===== src/rtl/bob_pkg.sv =====
// Shared widths and types for the branch-order-buffer address allocator.
package bob_pkg;
  localparam int BOB_DEPTH  = 48;
  localparam int BOB_AW     = 6;
  localparam int BOB_NALLOC = 2;
  localparam int BOB_NRET   = 2;
  localparam int BOB_CW     = 7;

  typedef logic [BOB_AW-1:0] bob_ptr_t;
  typedef logic [BOB_CW-1:0] bob_cnt_t;
endpackage


===== src/rtl/bob_ptr_add.sv =====
// Circular pointer add: (ptr + k) mod DEPTH, with DEPTH not necessarily a power of two.
module bob_ptr_add
  import bob_pkg::*;
#(
  parameter int DEPTH = BOB_DEPTH,
  parameter int AW    = BOB_AW,
  parameter int KW    = 2
) (
  input  logic [AW-1:0] ptr,
  input  logic [KW-1:0] k,
  output logic [AW-1:0] sum
);
  logic [AW:0] raw;

  // k never exceeds DEPTH, so a single conditional subtract wraps correctly
  assign raw = {1'b0, ptr} + (AW+1)'(k);
  assign sum = (raw >= (AW+1)'(DEPTH)) ? AW'(raw - (AW+1)'(DEPTH)) : raw[AW-1:0];
endmodule


===== src/rtl/bob_addr_multi.sv =====
// Multi-alloc / multi-retire head/tail allocator for a circular BOB of DEPTH entries.
module bob_addr_multi
  import bob_pkg::*;
#(
  parameter int DEPTH  = BOB_DEPTH,
  parameter int AW     = BOB_AW,
  parameter int NALLOC = BOB_NALLOC,
  parameter int NRET   = BOB_NRET,
  parameter int CW     = BOB_CW
) (
  input  logic                         clk,
  input  logic                         rst,
  input  logic                         except,
  input  logic [$clog2(NALLOC+1)-1:0]  new_cnt,
  input  logic                         stall,
  output logic [NALLOC*AW-1:0]         new_addr,
  output logic                         doStall,
  output logic                         new_grant,
  input  logic [$clog2(NRET+1)-1:0]    ret_cnt,
  output logic [NRET*AW-1:0]           retire_addr,
  output logic [AW-1:0]                retire_addr_nxt,
  output logic [CW-1:0]                count,
  output logic [CW-1:0]                free,
  output logic [$clog2(NRET+1)-1:0]    hasRetire
);
  localparam int NW   = $clog2(NALLOC+1);
  localparam int RW   = $clog2(NRET+1);
  localparam int KMAX = (NALLOC > NRET) ? NALLOC : NRET;
  localparam int KW   = $clog2(KMAX+1);

  function automatic logic [NRET*AW-1:0] ret_rst_val();
    logic [NRET*AW-1:0] r;
    r = '0;
    for (int j = 0; j < NRET; j++) r[j*AW +: AW] = AW'(j);
    return r;
  endfunction

  logic [AW-1:0]      head, tail, head_adv, tail_adv, head_nxt;
  logic [RW-1:0]      eff_ret;
  logic [NW-1:0]      grant_cnt;
  logic [CW-1:0]      count_nxt;
  logic [NRET*AW-1:0] ret_slot_nxt;
  logic [CW-1:0]      span;

  assign free      = CW'(DEPTH) - count;
  assign hasRetire = (count < CW'(NRET)) ? RW'(count) : RW'(NRET);
  assign eff_ret   = (CW'(ret_cnt) <= count) ? ret_cnt : RW'(count);

  // Same-cycle retirement counts toward available space
  assign doStall   = (CW+1)'(new_cnt) > ((CW+1)'(free) + (CW+1)'(eff_ret));
  assign new_grant = (new_cnt != '0) && !stall && !doStall && !except;
  assign grant_cnt = new_grant ? new_cnt : '0;
  assign count_nxt = count + CW'(grant_cnt) - CW'(eff_ret);

  bob_ptr_add #(.DEPTH(DEPTH), .AW(AW), .KW(KW)) u_tail_add (
    .ptr(tail), .k(KW'(grant_cnt)), .sum(tail_adv)
  );

  bob_ptr_add #(.DEPTH(DEPTH), .AW(AW), .KW(KW)) u_head_add (
    .ptr(head), .k(KW'(eff_ret)), .sum(head_adv)
  );

  always_comb begin
    head_nxt = head_adv;
    if (rst)         head_nxt = '0;
    else if (except) head_nxt = tail;
  end

  assign retire_addr_nxt = head_nxt;

  for (genvar i = 0; i < NALLOC; i++) begin : g_new
    bob_ptr_add #(.DEPTH(DEPTH), .AW(AW), .KW(KW)) u_new_add (
      .ptr(tail), .k(KW'(i)), .sum(new_addr[i*AW +: AW])
    );
  end

  // Retire slots are precomputed from the next head so the output is registered
  for (genvar j = 0; j < NRET; j++) begin : g_ret
    bob_ptr_add #(.DEPTH(DEPTH), .AW(AW), .KW(KW)) u_ret_add (
      .ptr(head_nxt), .k(KW'(j)), .sum(ret_slot_nxt[j*AW +: AW])
    );
  end

  always_ff @(posedge clk or posedge rst) begin
    if (rst) begin
      head        <= '0;
      tail        <= '0;
      count       <= '0;
      retire_addr <= ret_rst_val();
    end else begin
      head        <= head_nxt;
      tail        <= except ? tail : tail_adv;
      count       <= except ? '0 : count_nxt;
      retire_addr <= ret_slot_nxt;
    end
  end

  always_comb begin
    span = (tail >= head) ? CW'(tail - head) : (CW'(DEPTH) - CW'(head) + CW'(tail));
  end

  a_occupancy: assert property (@(posedge clk) disable iff (rst)
    (count == CW'(DEPTH)) ? (head == tail) : (count == span));
endmodule

===== config.mk =====
export PLATFORM = sky130hd
export DESIGN_NAME = bob_addr_multi
export DESIGN_NICKNAME = d
export VERILOG_FILES = /design/src/rtl/bob_pkg.sv /design/src/rtl/bob_ptr_add.sv /design/src/rtl/bob_addr_multi.sv
export SDC_FILE = /design/constraint.sdc
export NUM_CORES = 1
export LEC_CHECK = 0
export CORE_AREA = 10 10 105 107
export DETAILED_ROUTE_END_ITERATION = 16
export DIE_AREA = 0 0 115 117
export GPL_TIMING_DRIVEN = 0
export PLACE_DENSITY_LB_ADDON = 0.08
export SETUP_SLACK_MARGIN = 0.05
export SYNTH_ARGS = -nofsm -noshare
export SYNTH_HDL_FRONTEND = slang
export SYNTH_HIERARCHICAL = 1
export SYNTH_SLANG_ARGS = --single-unit
export TNS_END_PERCENT = 1

===== constraint.sdc =====
create_clock -name clk -period 15.16 [get_ports clk]
set_input_delay 1.516 -clock clk [delete_from_list [all_inputs] [get_ports clk]]
set_output_delay 1.516 -clock clk [all_outputs]
set_load 0.02 [all_outputs]

==> qor.txt <==
gpl congestion -> 0.7470
GRT Util Overall -> 11.50%
die area -> 13,460 um^2
number of synthesized register bits -> 31
Slew Viols, Final -> 0
Sink Count -> 31
Least-Margin Pin Slew -> 1.180 ns
Die Width -> 115 um
mapped cell area -> 3054 um^2
WHS Path Cells -> 2
Max Cap Viol -> 0
warnings from Yosys -> 6
setup ws final -> 7.061 ns
CP startpoint kind -> input port
Worst R2R Start -> count[1]
final antenna-violating net count -> 0
number of fill cells -> 918
CTS H-tree depth -> 2
postcts setup bufs -> 0
Synth Instances -> 339
Achievable Freq -> 123.5 MHz
HPWL after DPL -> 6.085 mm
Reg area -> 777.0 um^2
wire per inst -> 14.56 um
commonest non-fill, non-tap cell in the layout -> clkdlybuf4s50_1
Port-buffer cells -> 54
Synth cell types -> 52
worst hold margin -> 0.6520 ns
Hold EP -> tail[0]
Fin Clk Skew -> 0.003566 ns
critical path arrival -> 6.58 ns
global-route wire length before repair -> 12.92 mm
PnR Total Power -> 669.9 uW
Worst Setup Slack post-DPL -> 7.066 ns
clk buf depth -> 2
capturing point of the worst reg2reg path -> tail[5]
Post-Syn Area per Cell -> 9.009 um^2
Cell Rows -> 35
Core ar. -> 9021 um^2
r2r setup slk -> 8.83 ns
Worst VDD drop -> 0.05688 mV
initial antenna violation count -> 0
Layout Cells excl Fill -> 523
# IOs -> 56
Final nets -> 466
sequential area share after synthesis -> 25.44%
min-delay src -> tail[0]
Clk Latency, worst-skew pair -> 0.28 ns
Setup-failing EPs final -> 0
Tmin final -> 8.099 ns
TritonCTS clock tree -> yes
most frequent cells in the layout -> 54 x clkdlybuf4s50_1, 40 x ha_1, 39 x inv_1, 30 x dfrtp_1, 28 x nand3_1
period utilization -> 53.42%
ant diodes -> 0
Rel. slew slack -> 19.30%
routed via count -> 2,635
P_leak -> 1.777 nW
clock group share of total power -> 11.0%
area of the multi-input gates -> 2142 um^2
Net Sw Frac -> 46.58%
Flop pwr share -> 21.3%
drt via density -> 5.038
R2R depth -> 25
Post-Route WL -> 7.614 mm
Critical Path End Type -> output port
Area Growth Syn to Fin -> 27.65%
Setup Total Neg Slack -> 0 ns
pwr dens -> 171.8 nW/um^2
top cell type's share of synthesized area -> 24.58%
grt ovf -> 0
largest net degree at the start of global routing -> 32
post-synthesis async set-or-reset flop share -> 100.0%
number of synthesized flops with an enable pin -> 0
Fin. Hold Viols -> 0
drt initial violations -> 78
Initial Util -> 33.86%
drc violations -> 0
worst min path class -> register to register
Clock Pin Slew Worst Setup and Hold Paths -> 0.07 ns
Die Height -> 117 um
Max Fanout on Critical Path -> 8
First-pass DRT Iterations -> 4
P_sw -> 312.0 uW
cts repair resizes -> 0
RSZ-0062 raised after global routing -> false
Post-CTS Hold Fix Bufs -> 0
WS Path Type -> input port to output port
clk root buf -> clkbuf_8
vias in the first global route -> 2,738
Placed Cells -> 514
Num CTS Buffers -> 5
Most used DFF post-synth -> dfrtp_1
critical path required time -> 13.64 ns
area leader, netlist -> dfrtp_1
synth top area cells -> dfrtp_1 25%, ha_1 16%, xnor2_1 5.4%
P_int -> 357.8 uW
Logic pwr share -> 67.7%
layout cell share with drive strength beyond 1 -> 6.311%
outcome -> completed
## state kept, by name (all words and copies together) (netlist names)
name / count
head: 6
retire_addr: 12
tail: 6
count: 7
## cell usage after synthesis (all sizes together) (7+ instances only)
cell / n
nand2b: 10
xnor2: 19
nor2: 8
fa: 7
o21ai: 13
a21boi: 7
dfrtp: 30
nand2: 19
ha: 40
nand3: 28
inv: 40
a21oi: 22
## through the flow
step / util, % / instance area [um^2]
CTS: 42.91 / 3871
detailed placement: 41.80 / 3771
global placement: 41.80 / 3771
finish: 43.22 / 3899
global route: 43.22 / 3899
floorplan: - / 3092
## per-layer routing
metal	GRT usage (%)	wire [um]	vias up
met5	0	0	-
met4	2.558	73	0
met3	2.752	446	6
met2	19.74	3518	48
met1	14.23	3576	1244
li1	-	-	1337
## logic make-up after synthesis
family                   count (synthesis)  share of synthesized area [%]
AND/OR/NAND/NOR                        107                          19.66
AO/OA/AOI/OAI                           76                          18.72
adder cells (fa/ha/maj)                 47                          20.97
buffers and inverters                   45                          5.653
flip-flops                              31                          25.44
XOR/XNOR                                25                          7.169
multiplexers                             6                          2.130
other                                    2                         0.2459
## cell type report
cell class,count,area share [%]
Sequential cell,31,19.93
Multi-Input combinational cell,273,54.94
Tap cell,111,3.562
Buffer,4,0.4814
Clock buffer,8,2.567
Timing Repair Buffer,55,14.57
Inverter,41,3.947
## power groups by stage
stage                     registers [mW]  logic [mW]  clock network [mW]
after global routing               0.149       0.506              0.0803
final                              0.143       0.453              0.0736
after floorplan                    0.154       0.286                   0
after CTS                          0.144       0.460              0.0761
after detailed placement           0.146       0.457                   0
after global placement             0.145       0.453                   0
## how the worst max path moves through the flow
stage | to | slack, ns | from | cells after the start
after floorplan | retire_addr[11] | 8.56 | ret_cnt[1] | 25
after global placement | retire_addr_nxt[4] | 7.06 | ret_cnt[1] | 18
after detailed placement | retire_addr_nxt[4] | 7.07 | ret_cnt[1] | 18
after CTS | retire_addr_nxt[4] | 7.05 | ret_cnt[1] | 18
after global routing | retire_addr_nxt[4] | 6.65 | ret_cnt[1] | 18
final | retire_addr_nxt[4] | 7.06 | ret_cnt[1] | 19
## critical path, cell delays in order
cell	delay, ns
clkdlybuf4s50_1	0.49
ha_1	0.33
nor2b_1	0.13
o2111ai_1	0.15
or2_2	0.34
nand2_1	0.06
o21ai_0	0.18
ha_1	0.29
fa_1	0.40
and3_1	0.23
xnor2_1	0.15
inv_1	0.11
ha_1	0.15
nand2b_1	0.06
o41a_1	0.36
mux2i_1	0.16
nand2_1	0.07
a21oi_1	0.64
clkdlybuf4s50_1	0.75
Note: power is estimated with default switching activity, not from simulation.
